$ cat src/rtl/spi_apb_master.sv
// Command/response to APB requester bridge with an optional ACCESS-phase timeout.
// One transfer in flight; the response is held until the consumer takes it.
module spi_apb_master #(
    parameter int ADDR_WIDE   = 32,
    parameter int DATA_WIDE   = 32,
    parameter int TIMEOUT_CYC = 16
) (
    input  logic                 pclk_i,
    input  logic                 prst_i,
    input  logic                 cmd_valid_i,
    output logic                 cmd_ready_o,
    input  logic                 cmd_write_i,
    input  logic [ADDR_WIDE-1:0] cmd_addr_i,
    input  logic [DATA_WIDE-1:0] cmd_wdata_i,
    output logic                 rsp_valid_o,
    input  logic                 rsp_ready_i,
    output logic [DATA_WIDE-1:0] rsp_rdata_o,
    output logic                 rsp_err_o,
    output logic [ADDR_WIDE-1:0] paddr_o,
    output logic                 pwrite_o,
    output logic                 psel_o,
    output logic                 penable_o,
    output logic [DATA_WIDE-1:0] pwdata_o,
    input  logic [DATA_WIDE-1:0] prdata_i,
    input  logic                 pready_i
);

    localparam int CNT_W = (TIMEOUT_CYC > 0) ? $clog2(TIMEOUT_CYC + 1) : 1;
    localparam logic [CNT_W-1:0] CNT_LAST = CNT_W'((TIMEOUT_CYC > 0) ? TIMEOUT_CYC - 1 : 0);

    typedef enum logic [1:0] {
        S_IDLE,
        S_SETUP,
        S_ACCESS,
        S_RESP
    } state_t;

    state_t               r_state;
    logic                 r_cmd_ready;
    logic                 r_psel;
    logic                 r_penable;
    logic                 r_pwrite;
    logic [ADDR_WIDE-1:0] r_paddr;
    logic [DATA_WIDE-1:0] r_pwdata;
    logic                 r_rsp_valid;
    logic [DATA_WIDE-1:0] r_rsp_rdata;
    logic                 r_rsp_err;
    logic [CNT_W-1:0]     r_cnt;
    logic                 w_timeout;

    // r_cnt holds the number of wait cycles already spent, so the current
    // cycle is the last allowed one when it equals TIMEOUT_CYC-1.
    assign w_timeout = (TIMEOUT_CYC > 0) && (r_cnt == CNT_LAST);

    always_ff @(posedge pclk_i or posedge prst_i) begin
        if (prst_i) begin
            r_state     <= S_IDLE;
            r_cmd_ready <= 1'b1;
            r_psel      <= 1'b0;
            r_penable   <= 1'b0;
            r_pwrite    <= 1'b0;
            r_paddr     <= '0;
            r_pwdata    <= '0;
            r_rsp_valid <= 1'b0;
            r_rsp_rdata <= '0;
            r_rsp_err   <= 1'b0;
            r_cnt       <= '0;
        end else begin
            case (r_state)
                S_IDLE: begin
                    if (cmd_valid_i) begin
                        r_paddr     <= cmd_addr_i;
                        r_pwrite    <= cmd_write_i;
                        r_pwdata    <= cmd_wdata_i;
                        r_cmd_ready <= 1'b0;
                        r_psel      <= 1'b1;
                        r_state     <= S_SETUP;
                    end
                end
                S_SETUP: begin
                    r_penable <= 1'b1;
                    r_cnt     <= '0;
                    r_state   <= S_ACCESS;
                end
                S_ACCESS: begin
                    if (pready_i) begin
                        r_rsp_rdata <= r_pwrite ? '0 : prdata_i;
                        r_rsp_err   <= 1'b0;
                        r_rsp_valid <= 1'b1;
                        r_psel      <= 1'b0;
                        r_penable   <= 1'b0;
                        r_state     <= S_RESP;
                    end else if (w_timeout) begin
                        r_rsp_rdata <= '0;
                        r_rsp_err   <= 1'b1;
                        r_rsp_valid <= 1'b1;
                        r_psel      <= 1'b0;
                        r_penable   <= 1'b0;
                        r_state     <= S_RESP;
                    end else if (TIMEOUT_CYC > 0) begin
                        r_cnt <= r_cnt + 1'b1;
                    end
                end
                S_RESP: begin
                    if (rsp_ready_i) begin
                        r_rsp_valid <= 1'b0;
                        r_rsp_rdata <= '0;
                        r_rsp_err   <= 1'b0;
                        r_cmd_ready <= 1'b1;
                        r_state     <= S_IDLE;
                    end
                end
                default: r_state <= S_IDLE;
            endcase
        end
    end

    assign cmd_ready_o = r_cmd_ready;
    assign psel_o      = r_psel;
    assign penable_o   = r_penable;
    assign pwrite_o    = r_pwrite;
    assign paddr_o     = r_paddr;
    assign pwdata_o    = r_pwdata;
    assign rsp_valid_o = r_rsp_valid;
    assign rsp_rdata_o = r_rsp_rdata;
    assign rsp_err_o   = r_rsp_err;

endmodule
$ cat config.mk
export PLATFORM = sky130hd
export DESIGN_NAME = spi_apb_master
export DESIGN_NICKNAME = d
export VERILOG_FILES = /design/src/rtl/spi_apb_master.sv
export SDC_FILE = /design/constraint.sdc
export NUM_CORES = 1
export LEC_CHECK = 0
export ABC_AREA = 0
export CORE_ASPECT_RATIO = 1.1
export CORE_MARGIN = 2
export CORE_UTILIZATION = 41
export CTS_BUF_LIST = sky130_fd_sc_hd__clkbuf_16
export DETAILED_ROUTE_END_ITERATION = 7
export PLACE_DENSITY = 0.91
export SYNTH_ARGS = -nofsm -noshare
export SYNTH_HDL_FRONTEND = slang
export SYNTH_SLANG_ARGS = --single-unit
$ cat constraint.sdc
create_clock -name pclk_i -period 4.1 [get_ports pclk_i]
set_input_delay 0.82 -clock pclk_i [delete_from_list [all_inputs] [get_ports pclk_i]]
set_output_delay 0.82 -clock pclk_i [all_outputs]
set_load 0.02 [all_outputs]
==> results.md, run 1 <==
* Most frequent cells in the layout: clkdlybuf4s50_1, dfrtp_1, mux2_2
* Slew @ Worst Pin at between 0.8 and 0.9 ns
* F_max at approximately 420 MHz
* Ys Warns at 0
* Clock skew after layout at roughly 0.0055 ns
* Fill count at approximately 770
* Antenna violations before repair at 0
* Total Neg Setup Slack at 0 ns
* Initial Util at 0.419
* Mapped Cells at 280
* Bufs and invs on worst path at 2
* Commonest non-fill, non-tap cell in the layout: clkdlybuf4s50_1
* Total leakage power at 2.87 nW
* Max FO, Critical Path at 57
* Met3 Wirelength at slightly above 1000 um
* Area Growth Syn to Fin at 54.4%
* Worst path required time at about 4.3 ns
* Chip Width at ~100 um
* Worst vdd ir at between 0.4 and 0.5 mV
* Post-CTS Hold Buffers at 0
* WP data arrival at 2.61 ns
* Drc violations at 0
* Slew HR at 0.457
* I/O Buffers at 203
* FF+latch count, synth at 109
* Sequential share of the synthesized area at 0.633
* Delay-heaviest family, CP: buffers and inverters
* Clk buf depth at 2
* Root buffer cell: clkbuf_16
* Class of the most critical hold timing path: reg2reg
* Worst setup margin at approximately 1.7 ns
* Status: completed
* Clock Latency Late Sink at ~0.34 ns
* Num CTS Buffers at 9
* Cell area power density at slightly above 800 nW/um2
* Pins Over Slew Limit at 0
* Pre-CTS setup slack at 1.34 ns
* Number of synthesized flops with an enable pin at 0
* Setup-failing EPs final at 0
* Cell row count at 39
* Max cap viols at 0
* Final ANT Viol Nets at 0
* GRT Total Usage at 0.186
* Clk slew on worst S/H paths at 0.06 ns
* Post-layout util at 0.647
* Die area at roughly 11,000 um2
* Clk sinks at 109
* CP Cell Sequence: clkdlybuf4s50_1 -> nand2_2 -> buf_4 -> mux2_2
* DR WL met2 at 5200 um
* HPWL after detailed placement at a little under 8000 um
* Netlist cell types at 33
* Syn_area_per_cell at 15.4 um2
* Unrepaired setup endpoints after global routing: false
* Pre-antenna DRT Iters at 4
* Top sig layer: met4
* Top_reg_cell synth: dfrtp_1
* First-pass GRT wire length at approximately 16,000 um
* Slowest-stage cell, CP: buf_4
* Drt total wl at 10,600 um
* Vias in the first global route at 3,296
* Largest net degree at the start of global routing at 67
* Min Tclk post-route at 2.39 ns
* Setup crit end kind: flop
* CP Launch Type: primary input
* Post-cts sizing count at 0
* GP Congestion at 0.802
* CORE AREA at between 10,000 and 15,000 um2
* WL/cell at approximately 17 um
* GR Overflow Total at 0
* Final hold viol count at 0
* CTS tree: built
* Ant. Diodes at 0
* WL met1 at 4130 um
* Crit share post-route at 0.584
* Critical path type: in2reg
* # nets final at 591
* CTS HTree Levels at 3
* Vias per cell at 4.90
* I/O Pins at between 200 and 250
* Critical Path Max Stage Delay at 0.60 ns
* Initial DRC Count at 99
* Syn nets at about 390
* Vias at 3,088
* Share of layout cells above drive strength 1 at 0.177
* Ys async rst share at 1.00
* Synthesized cell area at 4310 um2
* Chip height at 112 um
* Setup bufs post-CTS at 0
-- path summary, 6_finish.rpt --
path | startpoint | to | slack (ns) | cells past startpoint
worst max-delay path | cmd_valid_i | paddr_o[12] | 1.71 | 4
worst min-delay path | r_cnt[3] | r_cnt[3] | 0.49 | 1
worst max register to register | r_cnt[0] | rsp_rdata_o[11] | 1.97 | 6
worst min register to register | r_cnt[3] | r_cnt[3] | 0.49 | 1
max in group asynchronous | prst_i | rsp_rdata_o[10] | 2.23 | 3
min in group asynchronous | prst_i | pwdata_o[17] | 0.99 | 2
-- worst reg2reg max path, cell delays in order, from the launching register on --
cell,delay (ns)
dfrtp_1,0.43
ha_1,0.23
and3_1,0.19
ha_1,0.28
nor2_2,0.34
a21o_4,0.38
a22o_1,0.21
-- cells in the mapped netlist (2+ instances only) --
cell / instances / area [um2]
dfrtp_1: 108 / 2700
o21ai_0: 9 / 45.0
mux2i_1: 5 / 50.1
ha_1: 6 / 75.1
nand2_1: 4 / 15.0
o31ai_1: 2 / 15.0
nor2_1: 2 / 7.51
buf_6: 11 / 124
buf_2: 2 / 10.0
a22o_1: 34 / 298
mux2_2: 65 / 732
inv_1: 8 / 30.0
a21oi_1: 4 / 20.0
-- flip-flops by register name, summed over array words and instances (netlist names), 2 cells and up --
register     cells
r_state          2
rsp_rdata_o     32
r_cnt            5
pwdata_o        32
paddr_o         32
-- report_power, final --
group	internal [mW]	total [mW]	switching [mW]	leakage, nW
Combinational	1.46	2.79	1.33	1.38
Clock	0.398	0.754	0.356	0.136
Sequential	1.61	1.91	0.305	1.35
Total	3.47	5.46	1.99	2.87
-- cell type report --
type,instances,area [um2],area share
clock buffer,9,225,0.0338
clock inverter,6,25.0,0.00376
inverter,8,32.5,0.00488
multi-input combinational,148,1410,0.211
sequential,109,2730,0.410
tap,143,179,0.0269
timing repair buffer,207,2060,0.310
-- cell families after synthesis --
group	Yosys count	share of synthesized area
buffers and inverters	23	0.0415
and+or+nand+nor	15	0.0229
muxes	70	0.181
AOI/OAI and AO/OA	57	0.104
adders and majority gates	6	0.0174
DFF	109	0.633
-- layer usage --
metal,vias to the layer above,track usage
met5,-,0
met4,0,0.0847
met3,20,0.0584
met2,168,0.317
met1,1473,0.211
li1,1427,-
-- metrics by stage --
step	instances	instance area [um2]	hold slack (ns)	power [mW]
2_1_floorplan	280	4310	0.444	3.45
3_3_place_gp	615	6410	0.470	4.64
3_5_place_dp	615	6410	0.481	4.73
4_1_cts	630	6660	0.494	5.52
5_1_grt	630	6660	0.508	5.75
6_report	630	6660	0.494	5.46
Note: power is estimated with default switching activity, not from simulation.
==> run 2, diff against run 1 <==
--- a/config.mk
+++ b/config.mk
@@ -8,10 +8,10 @@
 export ABC_AREA = 0
 export CORE_ASPECT_RATIO = 1.1
 export CORE_MARGIN = 2
-export CORE_UTILIZATION = 41
+export CORE_UTILIZATION = 37
 export CTS_BUF_LIST = sky130_fd_sc_hd__clkbuf_16
 export DETAILED_ROUTE_END_ITERATION = 7
-export PLACE_DENSITY = 0.91
+export PLACE_DENSITY = 0.87
 export SYNTH_ARGS = -nofsm -noshare
 export SYNTH_HDL_FRONTEND = slang
 export SYNTH_SLANG_ARGS = --single-unit
==> constraint.sdc (replaced) <==
create_clock -name pclk_i -period 2.1 [get_ports pclk_i]
set_input_delay 0.42 -clock pclk_i [delete_from_list [all_inputs] [get_ports pclk_i]]
set_output_delay 0.42 -clock pclk_i [all_outputs]
set_load 0.02 [all_outputs]
==> run 2 against run 1 <==
Against the previous run:
- count of clock-buffer cells in the layout unchanged
- combinational power rose by 100%
- non-clock buffer count is 2 higher
- power rose by 99%
- critical endpoint is now r_cnt[0]
- largest cell class unchanged
==> results.md, run 2 (synthesized netlist as in run 1, its figures left out) <==
* Clock share of power at 0.141 (was 0.138)
* Share of layout cells above drive strength 1 at 0.191 (was 0.177)
* Vias at 3,122 (was 3,088)
* Die area at 12,500 um2 (was 11,400 um2)
* Clk slew on worst S/H paths at 0.07 ns (was 0.06 ns)
* Sequential share of power at 0.344 (was 0.350)
* Clk sinks at 109 (unchanged)
* HPWL after detailed placement at 7880 um (was 7870 um)
* WHS at 0.494 ns (about the same)
* First-pass GRT wire length at 16,200 um (was 16,300 um)
* Final ANT Viol Nets at 0 (unchanged)
* Clk buf depth at 2 (unchanged)
* Antenna violations before repair at 0 (unchanged)
* Vias per cell at 4.87 (was 4.90)
* Largest net degree at the start of global routing at 110 (was 67)
* Chip Width at 107 um (was 102 um)
* Slew HR at 0.624 (was 0.457)
* Sw Ratio at 0.369 (was 0.365)
* Post-cts sizing count at 0 (unchanged)
* Worst path required time at 2.37 ns (was 4.32 ns)
* Max cap viols at 0 (unchanged)
* Total leakage power at 2.89 nW (was 2.87 nW)
* Drt total wl at 10,900 um (was 10,600 um)
* Clock skew after layout at 0.00960 ns (was 0.00545 ns)
* Pins Over Slew Limit at 0 (unchanged)
* CTS tree: built (unchanged)
* Root buffer cell: clkbuf_16 (unchanged)
* Placed cells at 624 (was 615)
* Final total power at 10.9 mW (was 5.46 mW)
* Class of the most critical hold timing path: reg2reg (unchanged)
* Total Neg Setup Slack at 0 ns (unchanged)
* Final hold viol count at 0 (unchanged)
* Final Cell Area at 6760 um2 (was 6660 um2)
* Clock Latency Late Sink at 0.34 ns (about the same)
* CTS HTree Levels at 3 (unchanged)
* Cell area power density at 1610 nW/um2 (was 819 nW/um2)
* WP data arrival at 2.22 ns (was 2.61 ns)
* Max FO, Critical Path at 7 (was 57)
* GRT Total Usage at 0.166 (was 0.186)
* GP Congestion at 0.857 (was 0.802)
* P_sw at 4.01 mW (was 1.99 mW)
* Area Growth Syn to Fin at 56.6% (was 54.4%)
* CORE AREA at 11,400 um2 (was 10,300 um2)
* Unrepaired setup endpoints after global routing: false (unchanged)
* Non-Filler Instances at 641 (was 630)
* Setup-failing EPs final at 0 (unchanged)
* Post-DP Area at 6470 um2 (was 6410 um2)
* Cell row count at 41 (was 39)
* Setup crit end kind: flop (unchanged)
* Initial Util at 0.377 (was 0.419)
* Worst vdd ir at 0.840 mV (was 0.484 mV)
* Pre-antenna DRT Iters at 4 (unchanged)
* Most frequent cells in the layout: clkdlybuf4s50_1, dfrtp_1, mux2_2 (unchanged)
* # nets final at 594 (was 591)
* Comb pwr share at 0.515 (was 0.511)
* I/O Pins at 204 (unchanged)
* Ant. Diodes at 0 (unchanged)
* Reg-to-reg slack, setup at 0.15 ns (was 1.97 ns)
* Chip height at 117 um (was 112 um)
* Internal at 6.85 mW (was 3.47 mW)
* I/O Buffers at 203 (unchanged)
* F_max at 512 MHz
* Crit share post-route at 0.930
* Min Tclk post-route at 1.95 ns
* Slew @ Worst Pin at 0.563 ns (was 0.815 ns)
* Worst Hold Depth at 1 (unchanged)
* Setup bufs post-CTS at 0 (unchanged)
* Status: completed (unchanged)
* WL/cell at 17.0 um (was 16.9 um)
* Drc violations at 0 (unchanged)
* Initial DRC Count at 131 (was 99)
* GR Overflow Total at 0 (unchanged)
* Critical path type: reg2reg (was in2reg)
* FF-to-FF path depth at 6 (unchanged)
* CP Launch Type: flop (was primary input)
* Num CTS Buffers at 9 (unchanged)
* Vias in the first global route at 3,319 (was 3,296)
* Post-CTS Hold Buffers at 0 (unchanged)
* Commonest non-fill, non-tap cell in the layout: clkdlybuf4s50_1 (unchanged)
-- run 2: cell count changes in the layout (fill, tap and decap cells not counted) --
cell and delta:
ha_1 -1, ha_2 +1, clkinv_1 -1, nor2_2 -1, a21o_2 +1, buf_12 +3
buf_4 -1, inv_1 -2, clkinvlp_4 +3, inv_4 -1, inv_6 +1, clkinv_2 +1
nor2_4 +1
-- run 2: power by group through the flow --
stage | Combinational (mW) | Clock, mW | Sequential [mW]
finish | 5.59 | 1.53 | 3.74
global route | 5.91 | 1.68 | 3.86
CTS | 5.61 | 1.59 | 3.74
detailed placement | 5.60 | 0 | 3.74
global placement | 5.43 | 0 | 3.70
floorplan | 1.82 | 0 | 4.91
-- run 2: worst max-delay path, stage by stage, from the launching register on --
cell	delay, ns
dfrtp_1	0.42
ha_1	0.22
and3_1	0.19
ha_2	0.22
or3b_1	0.44
o21ai_0	0.20
a22o_1	0.18
-- run 2: path summary, 6_finish.rpt --
path	end	start
min in group asynchronous	paddr_o[30]	prst_i
max in group asynchronous	r_cnt[1]	prst_i
max reg2reg	r_cnt[0]	r_cnt[0]
max	r_cnt[0]	r_cnt[0]
min	r_cnt[3]	r_cnt[3]
min reg2reg	r_cnt[3]	r_cnt[3]
-- run 2: metal layers --
layer / up-vias / GRT usage / routed length [um] / share of wire
met5: - / 0 / 0 / 0
met4: 0 / 0.0745 / 222 / 0.020
met3: 16 / 0.0415 / 773 / 0.071
met2: 146 / 0.291 / 5620 / 0.51
met1: 1530 / 0.194 / 4300 / 0.39
li1: 1430 / - / - / -
-- run 2: metrics by stage --
step	utilization	setup slack, ns
2_1_floorplan	-	0.305
3_3_place_gp	0.566	0.159
3_5_place_dp	0.566	0.0248
4_1_cts	0.589	0.0212
5_1_grt	0.591	0.0725
6_report	0.591	0.147
-- run 2: area by class of cell --
type | count | area, um2
Tap cell | 150 | 188
Timing Repair Buffer | 209 | 2110
Multi-Input combinational cell | 149 | 1430
Inverter | 8 | 33.8
Sequential cell | 109 | 2730
Clock inverter | 7 | 42.5
Clock buffer | 9 | 225
Fill cell | 887 | 4680
